`src/rtl/shift_reg_seq_pkg.sv`:
```
// Shared types and register-mode encodings for the shift register command sequencer.
package shift_reg_seq_pkg;

    typedef enum logic [1:0] {
        OP_SHR  = 2'b00,
        OP_SHL  = 2'b01,
        OP_LOAD = 2'b10,
        OP_READ = 2'b11
    } op_e;

    typedef enum logic [2:0] {
        IDLE  = 3'd0,
        SHIFT = 3'd1,
        LOAD  = 3'd2,
        READ  = 3'd3,
        RESP  = 3'd4
    } state_e;

    localparam logic [1:0] MODE_SHR  = 2'b00;
    localparam logic [1:0] MODE_SHL  = 2'b01;
    localparam logic [1:0] MODE_PIPO = 2'b11;

endpackage

```
`src/rtl/shift_reg_sequencer_word_buf.sv`:
```
// Tx/rx word buffer pair: tx is tapped one bit at a time, rx is filled bit-wise or in parallel.
module seq_word_buf #(
    parameter int WIDTH = 32,
    parameter int CNT_W = $clog2(WIDTH)
) (
    input  logic             clk,
    input  logic             rst,
    input  logic             load_en,
    input  logic [WIDTH-1:0] load_data,
    input  logic [CNT_W-1:0] cnt,
    input  logic             msb_first,
    input  logic             cap_en,
    input  logic             cap_bit,
    input  logic             par_en,
    input  logic [WIDTH-1:0] par_data,
    output logic             tap_bit,
    output logic [WIDTH-1:0] tx_word,
    output logic [WIDTH-1:0] rx_word
);
    logic [WIDTH-1:0] tx_buf;
    logic [WIDTH-1:0] rx_buf;
    logic [CNT_W-1:0] idx;

    // Transmit and capture share one index so the bit leaving the register lands where the new bit came from.
    assign idx     = msb_first ? (CNT_W'(WIDTH - 1) - cnt) : cnt;
    assign tap_bit = tx_buf[idx];
    assign tx_word = tx_buf;
    assign rx_word = rx_buf;

    always_ff @(posedge clk or negedge rst) begin
        if (!rst) begin
            tx_buf <= '0;
            rx_buf <= '0;
        end else begin
            if (load_en) begin
                tx_buf <= load_data;
            end
            if (par_en) begin
                rx_buf <= par_data;
            end else if (cap_en) begin
                rx_buf[idx] <= cap_bit;
            end
        end
    end

endmodule

```
`src/rtl/shift_reg_sequencer.sv`:
```
// Command sequencer for the Hamming-protected shift register: one command in, displaced word out.
//
// state | meaning
// IDLE  | cmd_ready high, register enable low so self-correction may write back
// SHIFT | WIDTH serial shifts, LSB first (SHR) or MSB first (SHL)
// LOAD  | one-cycle PIPO parallel load, old word captured
// READ  | one-cycle capture of corrected parallel_out, enable held low
// RESP  | rsp_valid high until rsp_ready
module shift_reg_sequencer
    import shift_reg_seq_pkg::*;
#(
    parameter int WIDTH = 32
) (
    input  logic             clk,
    input  logic             rst,
    input  logic             cmd_valid,
    output logic             cmd_ready,
    input  logic [1:0]       cmd_op,
    input  logic [WIDTH-1:0] cmd_data,
    output logic             rsp_valid,
    input  logic             rsp_ready,
    output logic [WIDTH-1:0] rsp_data,
    output logic             busy,
    output logic             reg_enable,
    output logic [1:0]       reg_mode,
    output logic             reg_load,
    output logic             reg_serial_in,
    output logic [WIDTH-1:0] reg_parallel_in,
    input  logic             reg_serial_out,
    input  logic [WIDTH-1:0] reg_parallel_out
);
    localparam int CNT_W = $clog2(WIDTH);

    state_e           state;
    op_e              op_q;
    logic [CNT_W-1:0] cnt;
    logic             last_shift;
    logic             accept;
    logic             tap_bit;
    logic [WIDTH-1:0] tx_word;
    logic [WIDTH-1:0] rx_word;

    assign accept     = (state == IDLE) && cmd_valid && cmd_ready;
    assign last_shift = (cnt == CNT_W'(WIDTH - 1));

    seq_word_buf #(
        .WIDTH (WIDTH),
        .CNT_W (CNT_W)
    ) u_word_buf (
        .clk       (clk),
        .rst       (rst),
        .load_en   (accept),
        .load_data (cmd_data),
        .cnt       (cnt),
        .msb_first (op_q == OP_SHL),
        .cap_en    (state == SHIFT),
        .cap_bit   (reg_serial_out),
        .par_en    ((state == LOAD) || (state == READ)),
        .par_data  (reg_parallel_out),
        .tap_bit   (tap_bit),
        .tx_word   (tx_word),
        .rx_word   (rx_word)
    );

    // Data drives come from buffer registers gated by state, never from cmd_* directly.
    assign reg_serial_in   = (state == SHIFT) && tap_bit;
    assign reg_parallel_in = (state == LOAD) ? tx_word : '0;
    assign rsp_data        = rx_word;

    always_ff @(posedge clk or negedge rst) begin
        if (!rst) begin
            state      <= IDLE;
            op_q       <= OP_SHR;
            cnt        <= '0;
            cmd_ready  <= 1'b1;
            rsp_valid  <= 1'b0;
            busy       <= 1'b0;
            reg_enable <= 1'b0;
            reg_mode   <= MODE_PIPO;
            reg_load   <= 1'b0;
        end else begin
            case (state)
                IDLE: begin
                    if (accept) begin
                        op_q      <= op_e'(cmd_op);
                        cnt       <= '0;
                        cmd_ready <= 1'b0;
                        busy      <= 1'b1;
                        case (op_e'(cmd_op))
                            OP_SHR, OP_SHL: begin
                                state      <= SHIFT;
                                reg_enable <= 1'b1;
                                reg_mode   <= cmd_op;
                            end
                            OP_LOAD: begin
                                state      <= LOAD;
                                reg_enable <= 1'b1;
                                reg_mode   <= MODE_PIPO;
                                reg_load   <= 1'b1;
                            end
                            default: begin
                                state <= READ;
                            end
                        endcase
                    end
                end
                SHIFT: begin
                    cnt <= last_shift ? '0 : cnt + CNT_W'(1);
                    if (last_shift) begin
                        state      <= RESP;
                        reg_enable <= 1'b0;
                        reg_mode   <= MODE_PIPO;
                        rsp_valid  <= 1'b1;
                    end
                end
                LOAD: begin
                    state      <= RESP;
                    reg_enable <= 1'b0;
                    reg_load   <= 1'b0;
                    rsp_valid  <= 1'b1;
                end
                READ: begin
                    state     <= RESP;
                    rsp_valid <= 1'b1;
                end
                RESP: begin
                    if (rsp_ready) begin
                        state     <= IDLE;
                        rsp_valid <= 1'b0;
                        cmd_ready <= 1'b1;
                        busy      <= 1'b0;
                    end
                end
                default: begin
                    state      <= IDLE;
                    cnt        <= '0;
                    cmd_ready  <= 1'b1;
                    rsp_valid  <= 1'b0;
                    busy       <= 1'b0;
                    reg_enable <= 1'b0;
                    reg_mode   <= MODE_PIPO;
                    reg_load   <= 1'b0;
                end
            endcase
        end
    end

endmodule

```
`config.mk`:
```
export PLATFORM = sky130hd
export DESIGN_NAME = shift_reg_sequencer
export DESIGN_NICKNAME = d
export VERILOG_FILES = /design/src/rtl/shift_reg_seq_pkg.sv /design/src/rtl/shift_reg_sequencer_word_buf.sv /design/src/rtl/shift_reg_sequencer.sv
export SDC_FILE = /design/constraint.sdc
export NUM_CORES = 1
export LEC_CHECK = 0
export ABC_AREA = 1
export CORE_ASPECT_RATIO = 1.5
export CORE_MARGIN = 2
export CORE_UTILIZATION = 46
export DETAILED_ROUTE_END_ITERATION = 10
export PLACE_DENSITY = 0.87
export SLEW_MARGIN = 25
export SYNTH_ARGS = -nofsm -noshare
export SYNTH_HDL_FRONTEND = slang
export SYNTH_SLANG_ARGS = --single-unit
```
`constraint.sdc`:
```
create_clock -name clk -period 1.9 [get_ports clk]
set_input_delay 0.285 -clock clk [delete_from_list [all_inputs] [get_ports clk]]
set_output_delay 0.285 -clock clk [all_outputs]
set_load 0.05 [all_outputs]
```
After elaboration in Yosys (flattened, before gate mapping)
Index checks and enable logic that the tools add are counted.
- memories: 0
- RAM bits: 0
- bits in read-only memories: 0
- word-level logic and storage cells: 93
- flip-flop bits (word level): 81
- latch bits: 0
- input bits: 71
- $mul: 0
- reduce and logical (&&, ||, !) cells: 23
- shift-type cells: 0
- muxes and demuxes: 36
- $lt $le $gt $ge: 2
- div/mod/pow operators: 0
- equality and inequality tests: 14
- bitwise operators: 5
- add/sub/neg operators: 2
- operator list (operator ; count):
    2-to-1 mux 32 bit ; 3
    bitwise mux 32 bit ; 1
    2-to-1 mux 5 bit ; 3
    one-hot mux 5 bit (3 select lines) ; 1
    2-to-1 mux 1 bit ; 12
    one-hot mux 3 bit (4 select lines) ; 1
    AND reduction 3 bit ; 4
    OR reduction 3 bit ; 4
    2-to-1 mux 3 bit ; 3
    one-hot mux 1 bit (3 select lines) ; 3
    != test 2 bit (second input constant) ; 4
    one-hot mux 2 bit (2 select lines) ; 2
    AND reduction 4 bit ; 2
    equality test 3 x 2 -> 1 bit (second input constant) ; 2
    < comparator 5 x 6 -> 1 bit (second input constant) ; 1
    one-hot mux 2 bit (3 select lines) ; 1
    OR reduction 2 bit ; 3
    adder 5 x 1 -> 5 bit (second input constant) ; 1
    binary-select mux 1 bit (select 5 bit) ; 1
    demux 1 bit (select 5 bit) ; 1
    equality test 5 bit (second input constant) ; 1
    greater-or-equal comparator 5 x 1 -> 1 bit (second input constant) ; 1
    inverter 1 bit ; 5
    subtractor 5 bit (first input constant) ; 1
    other kinds (15) ; 21

Depth between registers and ports, before layout
Gate-level depths: netlist of the first run.
- depth in word-level cells: 9
- mapped depth: 12
- mapped depth without buffers: 11

Cells and area by module
From an unflattened synthesis of the first run, not the netlist that was laid out.
- cell total of the unflattened synthesis: 599
- area, all modules: 4832.1 um2
- by module, submodules not included (module ; area each (um2) ; cells an instance ; seq. area each (um2) ; times used):
    seq_word_buf ; 3659.8 ; 413 ; 1601.5 ; 1
    shift_reg_sequencer ; 1172.4 ; 186 ; 429.2 ; 1

Least setup slack after synthesis of the first run
OpenSTA, ideal clock, no wires.
- path type: reg-to-output
- start point: reg op_q[1]
- end point: out reg_serial_in
- arrival: 1.984 ns
- slack: -0.369 ns
- cell stages (with the launch flop): 13
- path through: dfrtp_1 > inv_1 > nand2_4 > nand2_2 > nand2_2 > buf_2 > nand2_1 > nand2_1 > nand2_1 > nand3_1 > nand3_1 > nand3_1 > nor2_1
- cells in the longest elaborated chain, start to end: 5
- RTL lines (item ; RTL line ; text):
    start: declaration ; shift_reg_sequencer.sv:35 ; op_e op_q;
    start signal: assignment ; shift_reg_sequencer.sv:85 ; op_q <= op_e'(cmd_op);
    equality test 2 x 1 -> 1 bit ; shift_reg_sequencer.sv:55 ; .msb_first (op_q == OP_SHL),
    2-to-1 mux 5 bit ; shift_reg_sequencer_word_buf.sv:25 ; assign idx = msb_first ? (CNT_W'(WIDTH - 1) - cnt) : cnt;
    binary-select mux 1 bit (select 5 bit) ; shift_reg_sequencer_word_buf.sv:26 ; assign tap_bit = tx_buf[idx];
    2-to-1 mux 1 bit (not written as such) ; shift_reg_sequencer_word_buf.sv:26 ;
    logical AND 1 bit ; shift_reg_sequencer.sv:66 ; assign reg_serial_in = (state == SHIFT) && tap_bit;
    end: declaration ; shift_reg_sequencer.sv:27 ; output logic reg_serial_in,
Every way passes these cells. The select of a mux whose other input is x is not followed.

Worst setup path after layout of the first run
Ends and elaborated chain as after synthesis.

==> results.py, run 1 <==
metrics = {
    "synthesis": {
        "synth_top_family_by_area": "simple AND/OR/NAND/NOR gates",
        "synth_cell_type_count": 28,
        "yosys_warnings": 0,
        "synth_seq_area_share_pct": 46.7,
        "synth-edff-count": 0,
        "synth_simple_gate_area_share_pct": 31.5,
        "synth-adder-area-share_pct": 0.576,
        "synth-async-reset-ratio_pct": 100,
        "synth_xor_area_share_pct": 1.12,
        "synth-compound-area-share_pct": 12.0,
        "syn_avg_cell_area_um2": 7.49,
        "ys_seq_elements": 81,
        "syn_inst": 580,
        "ys.flop_type": "dfrtp_1",
        "syn_nets": 653,
        "netlist_area_mm2": 0.00434,
        "synth_mux_area_share_pct": 0,
    },
    "sta": {
        "worst_pin_slew_ps": 521,
        "rsz0062_at_grt": "true",
        "fmax_ghz": 0.431,
        "final-setup-viol-count": 2,
        "maxSlewViolCount": 0,
        "tns_ps": -423,
        "period_needed_ps": 2320,
        "relSlewSlack_pct": 65.2,
        "fin_crit_sh_pct": 122,
        "worst_slack_ps": -420,
        "fin_skew_ps": 4.57,
        "finalHoldViolations": 0,
    },
    "pwr": {
        "ir_worst_vdd_uv": 1290,
        "power_density_mw_per_mm2": 1780,
        "p_leak_nw": 3.25,
    },
    "placed_design": {
        "gp_congestion": 0.846,
        "dp_hpwl_um": 10100,
        "pre_cts_ws_ps": -88.3,
        "io_buffers": 142,
    },
    "status": {
        "status": "complete, but fails checks",
        "violations": "setup timing",
    },
    "clock_network": {
        "cts_num_sinks": 81,
        "cts_buffers": 9,
        "cts_tree": "yes",
        "clkTransAtPathRegs_ps": 60,
        "cts_max_path_buffers": 2,
        "cts_root_buffer": "clkbuf_16",
        "htreeDepth": 3,
        "clk_latency_ps": 340,
    },
    "final_layout": {
        "nets": 834,
        "drive_gt1_share_pct": 29.4,
        "final_cell_mix": "175 x nand2_1, 101 x clkdlybuf4s50_1, 76 x dfrtp_1",
        "area_growth_pct": 71.1,
        "finish.utilization_pct": 80.8,
        "final_common_cell": "nand2_1",
        "diodes": 0,
    },
    "setup_path": {
        "path_common_cell": "nand3_2",
        "max_stage_delay_ps": 370,
        "crit_chain": "inv_2 -> buf_12 -> nand3_4 -> buf_4 -> nand3_2 -> nand2_1 -> nand2_1 -> nand3_2 -> nand3_2 -> nand3_2 -> nor2_4 -> buf_6",
        "crit_path_max_fanout": 6,
        "arrival_ps": 2030,
        "start_kind": "flop",
        "path_class": "flop to output port",
        "worstSetupEndpointType": "output port",
        "critPathRequiredTime_ps": 1620,
        "crit_path_top_delay_cell": "dfrtp_1",
    },
    "die": {
        "die_area_mm2": 0.0103,
        "ioPinCount": 143,
        "die-height_um": 123,
        "core-area_mm2": 0.00920,
        "initial_core_util_pct": 47.2,
        "row_count": 43,
        "die_x_um": 83.3,
    },
    "detailed_routing": {
        "wirelength_um": 15800,
        "vias_per_cell": 5.64,
        "dr.pass1.iters": 5,
        "drt_first_iter_violations": 298,
        "post-route-drc-count": 0,
        "vias": 4955,
        "routedWlPerCell_um": 17.9,
        "ant_nets": 0,
    },
    "hold_path": {
        "hold_path.class": "primary input to asynchronous set/reset pin",
    },
    "global_routing": {
        "antenna_found_initial": 0,
        "grt_overflow": 0,
        "grt_pass1_vias": 4703,
        "grtUsageTotal_pct": 27.4,
        "grt_max_degree": 66,
        "grt_pass1_wl_um": 22400,
    },
    "job": {
        "maxCapViolations": 0,
    },
}
## cell usage after synthesis, types with 2 or more instances
library cell / instances / share of area [%]
nand2_1: 188 / 16
nand3_1: 45 / 5.2
dfstp_2: 3 / 1.8
ha_1: 2 / 0.58
xor2_2: 3 / 1.1
buf_1: 2 / 0.17
a21oi_1: 3 / 0.35
nor2_1: 54 / 4.7
nand2_2: 7 / 1.0
nand4_1: 3 / 0.43
clkbuf_1: 12 / 1.0
nor2_2: 6 / 0.86
nor3_1: 4 / 0.46
o211ai_1: 33 / 5.7
nor3_2: 8 / 1.8
buf_2: 7 / 0.81
inv_1: 59 / 5.1
inv_2: 8 / 0.69
dfrtp_1: 78 / 45
o21ai_0: 47 / 5.4
## through the flow
step | power, mW | area, µm² | hold slack, ps | cells
floorplan | 7.36 | 4360 | -10.6 | 580
global placement | 9.60 | 6390 | 246 | 842
detailed placement | 9.78 | 6390 | 252 | 842
CTS | 12.1 | 6950 | 448 | 863
global route | 13.9 | 7430 | 458 | 878
finish | 13.2 | 7430 | 433 | 878
## worst max-delay path, delay by kind of cell (launching register included)
| kind | cells | cell delay [ps] |
|---|---|---|
| simple gates | 8 | 710 |
| buf+inv | 4 | 620 |
| flops | 1 | 370 |
## kinds of logic after synthesis
family / count (synthesis)
xor+xnor: 3
compound gates: 86
simple gates: 319
flops: 81
buf+inv: 89
fa+ha+maj: 2
## what timing repair did
action	4_1_cts	5_1_grt
hold buffers	1	0
gates cloned	2	2
gates resized for setup	52	90
hold endpoints to repair	24	0
endpoints found under the setup margin	29	56
pin swaps	6	32
setup buffers	2	14
## state kept, by name, indices dropped and copies added, names as in the netlist
signal,count
u_word_buf.rx_word,32
u_word_buf.tx_word,32
cnt,5
state,3
op_q,2
reg_mode,2
busy,1
cmd_ready,1
reg_enable,1
reg_load,1
rsp_valid,1
## layer usage
| layer | global-route usage, % | share of wire (%) | vias up |
|---|---|---|---|
| met5 | 0 | 0 | - |
| met4 | 12.2 | 3.3 | 0 |
| met3 | 4.87 | 5.8 | 49 |
| met2 | 51.6 | 56 | 248 |
| met1 | 30.1 | 35 | 2426 |
| li1 | - | - | 2232 |
## report_power, final
| group | switching, mW | leakage, nW | internal [mW] |
|---|---|---|---|
| clock network | 0.677 | 0.157 | 1.22 |
| registers | 0.480 | 0.993 | 2.57 |
| logic | 5.34 | 2.10 | 2.94 |
| total | 6.50 | 3.25 | 6.73 |
## cell type report
| cell class | instances | area (µm²) |
|---|---|---|
| Clock buffer | 14 | 264 |
| Clock inverter | 2 | 60.1 |
| Fill cell | 531 | 1770 |
| Inverter | 67 | 259 |
| Multi-Input combinational cell | 412 | 2460 |
| Sequential cell | 81 | 2030 |
| Tap cell | 112 | 140 |
| Timing Repair Buffer | 190 | 2220 |
## final timing paths
kind / startpoint / endpoint / slack, ps / cells after the start
max: op_q[1] / reg_serial_in / -420 / 12
min: rst / u_word_buf.rx_word[5] / 430 / 2
max reg2reg: op_q[0] / u_word_buf.rx_word[10] / 0 / 8
min reg2reg: reg_mode[1] / reg_mode[1] / 460 / 2
max in group asynchronous: rst / cnt[0] / 880 / 3
min in group clk: reg_mode[1] / reg_mode[1] / 460 / 2
Power figures use the tool's default switching activity.
==> inputs of run 2 (changes only) <==
CORE_MARGIN = 3   (was 2)
REMOVE_ABC_BUFFERS = 1   (was unset)
==> run 2 against run 1 <==
The flow still finishes with violations (setup timing). Global-route usage fell by 0.70 points. Sequential share of layout area grew 0.43 points. Count of clock-buffer cells in the layout grew 1. Worst setup slack got worse by 37 ps. Clock power barely moved. Largest power group unchanged.
==> results.py, run 2 (synthesized netlist as in run 1, its figures left out) <==
metrics = {
    "die": {
        "die_x_um": 85.3,
        "core-area_mm2": 0.00904,
        "initial_core_util_pct": 48.1,
        "row_count": 42,
        "ioPinCount": 143,
        "die_area_mm2": 0.0107,
        "die-height_um": 125,
    },
    "pwr": {
        "pwr-share-seq_pct": 23.5,
        "power_density_mw_per_mm2": 1770,
        "comb_power_share_pct": 62.0,
        "p_sw_mw": 6.46,
        "p_clk_share_pct": 14.5,
        "ir_worst_vdd_uv": 1060,
        "swShare_pct": 49.8,
        "finalPower_mw": 13.0,
        "p_int_mw": 6.51,
        "p_leak_nw": 3.17,
    },
    "detailed_routing": {
        "post-route-drc-count": 0,
        "ant_nets": 0,
        "drt_first_iter_violations": 291,
        "vias_per_cell": 5.67,
        "dr.pass1.iters": 5,
        "wirelength_um": 15900,
        "vias": 4929,
        "routedWlPerCell_um": 18.3,
    },
    "placed_design": {
        "io_buffers": 142,
        "dp_hpwl_um": 9970,
        "gp_congestion": 0.955,
    },
    "setup_path": {
        "crit_path_max_fanout": 8,
        "crit_path_top_delay_cell": "dfrtp_1",
        "max_stage_delay_ps": 380,
        "ff2ff_path_depth": 9,
        "r2r_start": "cnt[0]",
        "worstSetupEndpointType": "output port",
        "r2r-end": "cnt[0]",
        "crit_buf_inv": 4,
        "start_kind": "flop",
        "critPathRequiredTime_ps": 1620,
        "arrival_ps": 2070,
        "rrSetupSlack_ps": -40,
        "path_class": "flop to output port",
        "crit_chain": "inv_2 -> buf_4 -> nand3_2 -> nand2_4 -> clkinvlp_4 -> nand2_1 -> nand3_1 -> nand3_1 -> nand3_2 -> nor2_2 -> buf_6",
        "critPathTopFamily": "simple AND/OR/NAND/NOR gates",
    },
    "global_routing": {
        "grt_use_met3_pct": 5.13,
        "grt_pass1_vias": 4834,
        "grt_pass1_wl_um": 23300,
        "busiest_layer": "met2",
        "globalRouteMet1Util_pct": 29.7,
        "grt_max_degree": 65,
        "grtUsageTotal_pct": 26.7,
        "antenna_found_initial": 0,
        "grt_overflow": 0,
        "grt_use_met2_pct": 49.7,
    },
    "final_layout": {
        "diodes": 0,
        "nets": 828,
        "drive_gt1_share_pct": 28.0,
        "regArea_mm2": 0.00203,
        "final_common_cell": "nand2_1",
        "fillCellCount": 500,
        "multi_input_area_mm2": 0.00242,
        "area_growth_pct": 68.6,
        "final_cell_mix": "176 x nand2_1, 105 x clkdlybuf4s50_1, 75 x dfrtp_1",
    },
    "sta": {
        "maxSlewViolCount": 0,
        "tns_ps": -518,
        "final-setup-viol-count": 4,
        "fin_skew_ps": 6.48,
        "fmax_ghz": 0.424,
        "relSlewSlack_pct": 65.2,
        "fin_crit_sh_pct": 124,
        "worst_slack_ps": -457,
        "worst_pin_slew_ps": 521,
        "timing.hold.ws_ps": 388,
        "finalHoldViolations": 0,
        "period_needed_ps": 2360,
        "rsz0062_at_grt": "true",
    },
    "job": {
        "maxCapViolations": 0,
    },
    "clock_network": {
        "cts_buffers": 9,
        "cts_max_path_buffers": 2,
        "cts_tree": "yes",
        "clk_latency_ps": 340,
        "htreeDepth": 3,
        "clkTransAtPathRegs_ps": 60,
        "cts_root_buffer": "clkbuf_16",
        "cts_num_sinks": 81,
    },
    "hold_path": {
        "hold_path.class": "primary input to asynchronous set/reset pin",
    },
    "status": {
        "status": "complete, but fails checks",
        "violations": "setup timing",
    },
}
## run 2: cell count changes in the layout (fill, tap and decap cells not counted), moves of 3 or more
cell / previous run / this run
nor3_2: 5 / 8
nor2_4: 14 / 22
nor3_4: 6 / 3
buf_6: 15 / 7
nor2_2: 36 / 27
clkbuf_8: 2 / 5
clkdlybuf4s50_1: 101 / 105
inv_4: 3 / 0
## run 2: power by group through the flow
stage / logic, mW / registers, mW / clock network [mW]
final: 8.04 / 3.05 / 1.88
after floorplan: 2.86 / 4.35 / 0
after global placement: 6.52 / 2.96 / 0
after detailed placement: 6.71 / 3.00 / 0
after CTS: 7.02 / 2.99 / 1.89
after global routing: 8.57 / 3.13 / 1.95
## run 2: worst max-delay path by stage
stage	cells past startpoint	slack [ps]	startpoint	endpoint
5_1_grt	11	-480	op_q[1]	reg_serial_in
6_report	11	-460	op_q[1]	reg_serial_in
3_5_place_dp	11	-80	op_q[1]	reg_serial_in
2_1_floorplan	5	-1370	cmd_ready	op_q[1]
3_3_place_gp	11	-30	op_q[1]	reg_serial_in
4_1_cts	11	-310	op_q[1]	reg_serial_in
## run 2: repair_timing
action | in CTS | in global routing
cloned | 0 | 2
gates resized for setup | 50 | 85
hold buffers | 1 | 0
buffers inserted | 2 | 7
pin swaps | 4 | 26
endpoints found under the hold margin | 17 | 0
endpoints found under the setup margin | 43 | 57
## run 2: stage by stage
stage	instances	setup WS [ps]	util (%)	cell area (µm²)
2_1_floorplan	558	-1370	-	4250
3_3_place_gp	842	-25.1	70.8	6400
3_5_place_dp	842	-83.5	70.8	6400
4_1_cts	861	-315	76.3	6900
5_1_grt	870	-485	81.0	7320
6_report	870	-457	81.0	7320
## run 2: area by class of cell
| type | instances | area share, % |
|---|---|---|
| Clock buffer | 15 | 4.07 |
| Clock inverter | 1 | 0.410 |
| Inverter | 67 | 3.49 |
| Multi-Input combinational cell | 411 | 33.0 |
| Sequential cell | 81 | 27.8 |
| Tap cell | 110 | 1.88 |
| Timing Repair Buffer | 185 | 29.3 |
## run 2: routing by layer
layer	wire [µm]	vias to the layer above	part of all wire [%]
li1	-	2218	-
met1	5460	2373	34
met2	8630	275	54
met3	1110	63	7.0
met4	752	0	4.7
met5	0	-	0
## run 2: worst reg2reg max path: stages, from the launching register on
cell	delay, ps
dfrtp_2	450
buf_6	140
ha_1	210
nand2_1	110
nor2_2	50
ha_2	170
inv_1	90
nand2_1	90
buf_4	180
o21ai_0	310
==> inputs of run 3 (changes only) <==
RECOVER_POWER = 50   (was unset)
==> run 3 against run 2 <==
The flow still finishes with violations (setup timing). Sequential power barely moved. Total power fell by 0.58%. Clock skew barely moved. Register-to-register slack got worse by 40 ps. Routed wire length fell by 0.26%. Sequential share of layout area rose by 0.18 points. Clock power barely moved. Critical path type unchanged.
==> results.py, run 3 (synthesized netlist as in run 1, its figures left out) <==
metrics = {
    "status": {
        "violations": "setup timing",
        "status": "complete, but fails checks",
    },
    "detailed_routing": {
        "drt_first_iter_violations": 301,
        "post-route-drc-count": 0,
        "ant_nets": 0,
        "dr.pass1.iters": 6,
        "wirelength_um": 15900,
        "vias": 4944,
        "vias_per_cell": 5.68,
        "routedWlPerCell_um": 18.3,
    },
    "placed_design": {
        "gp_congestion": 0.955,
        "pre_cts_ws_ps": -83.5,
        "io_buffers": 142,
        "dp_hpwl_um": 9970,
        "placed_area_mm2": 0.00640,
        "placedCellCount": 842,
    },
    "pwr": {
        "ir_worst_vdd_uv": 1060,
        "finalPower_mw": 12.9,
        "p_leak_nw": 3.15,
        "power_density_mw_per_mm2": 1770,
    },
    "sta": {
        "fmax_ghz": 0.426,
        "final-setup-viol-count": 32,
        "fin_skew_ps": 6.05,
        "relSlewSlack_pct": 25.6,
        "worst_pin_slew_ps": 1120,
        "fin_crit_sh_pct": 124,
        "tns_ps": -1380,
        "worst_slack_ps": -449,
        "maxSlewViolCount": 0,
        "timing.hold.ws_ps": 461,
        "rsz0062_at_grt": "true",
        "finalHoldViolations": 0,
        "period_needed_ps": 2350,
    },
    "clock_network": {
        "clk_latency_ps": 340,
        "htreeDepth": 3,
        "cts_max_path_buffers": 2,
        "cts_num_sinks": 81,
        "cts_tree": "yes",
        "cts_buffers": 9,
        "clkTransAtPathRegs_ps": 60,
        "cts_root_buffer": "clkbuf_16",
    },
    "final_layout": {
        "nets": 828,
        "diodes": 0,
        "drive_gt1_share_pct": 27.0,
        "fillCellCount": 516,
        "area_growth_pct": 67.5,
        "finish.utilization_pct": 80.5,
        "stdcell_area_mm2": 0.00728,
        "final_cell_mix": "176 x nand2_1, 105 x clkdlybuf4s50_1, 75 x dfrtp_1",
        "fin_cells": 870,
        "final_common_cell": "nand2_1",
    },
    "die": {
        "die_area_mm2": 0.0107,
        "die_x_um": 85.3,
        "die-height_um": 125,
        "ioPinCount": 143,
        "row_count": 42,
        "core-area_mm2": 0.00904,
        "initial_core_util_pct": 48.1,
    },
    "global_routing": {
        "grtUsageTotal_pct": 26.7,
        "grt_pass1_wl_um": 23300,
        "antenna_found_initial": 0,
        "grt_max_degree": 65,
        "grt_overflow": 0,
        "grt_pass1_vias": 4834,
    },
    "setup_path": {
        "rrSetupSlack_ps": -80,
        "worstSetupEndpointType": "output port",
        "critPathRequiredTime_ps": 1620,
        "path_class": "flop to output port",
        "start_kind": "flop",
        "arrival_ps": 2060,
        "crit_path_max_fanout": 8,
        "r2r_start": "state[1]",
        "critPathLaunch": "op_q[1]",
        "r2r-end": "u_word_buf.tx_word[19]",
        "ff2ff_path_depth": 5,
    },
    "hold_path": {
        "hold_end": "reg_mode[1]",
        "hold_path.class": "flop to flop",
        "whs_path_depth": 2,
        "hold_path_startpoint": "reg_mode[1]",
    },
    "job": {
        "maxCapViolations": 0,
    },
}
## run 3: cell types whose count changed in the layout (fill, tap and decap cells not counted), moves of 2 or more
cell | before | now
buf_4 | 35 | 30
clkbuf_1 | 1 | 6
buf_12 | 36 | 34
buf_6 | 7 | 9
## run 3: worst max-delay path by stage
stage	cells past startpoint	endpoint
final	11	reg_serial_in
after global routing	11	reg_serial_in
after CTS	11	reg_serial_in
after detailed placement	11	reg_serial_in
after global placement	11	reg_serial_in
after floorplan	5	op_q[1]
## run 3: final cells by class
type                       instances  area [µm²]  area share [%]
multi-input combinational        411        2410            33.1
timing repair buffer             185        2110            29.0
sequential                        81        2030            28.0
clock buffer                      15         298            4.09
inverter                          67         255            3.51
tap                              110         138            1.89
clock inverter                     1        30.0           0.413
## run 3: where the power goes
group / internal (mW) / switching (mW)
sequential: 2.57 / 0.475
combinational: 2.68 / 5.29
clock: 1.20 / 0.678
## run 3: worst max-delay path, stage by stage (launching register included)
cell        delay [ps]
dfrtp_1            380
inv_2              130
buf_4              140
nand3_2             80
nand2_4            130
clkinvlp_4         180
nand2_1            100
nand3_1            120
nand3_1            130
nand3_2             70
nor2_2             100
buf_6              170
## run 3: timing repair
action                                 in CTS  in global routing
resized for setup                          50                 85
setup endpoints to repair                  43                 57
buffers inserted                            2                  7
endpoints found under the hold margin      17                  0
pin swaps                                   4                 26
cloned                                      0                  2
hold buffers                                1                  0
## run 3: routing by layer
| layer | share of wire, % | track usage, % | wire length (µm) |
|---|---|---|---|
| met5 | 0 | 0 | 0 |
| met4 | 5.0 | 9.23 | 788 |
| met3 | 6.5 | 5.13 | 1040 |
| met2 | 54 | 49.7 | 8630 |
| met1 | 34 | 29.7 | 5450 |
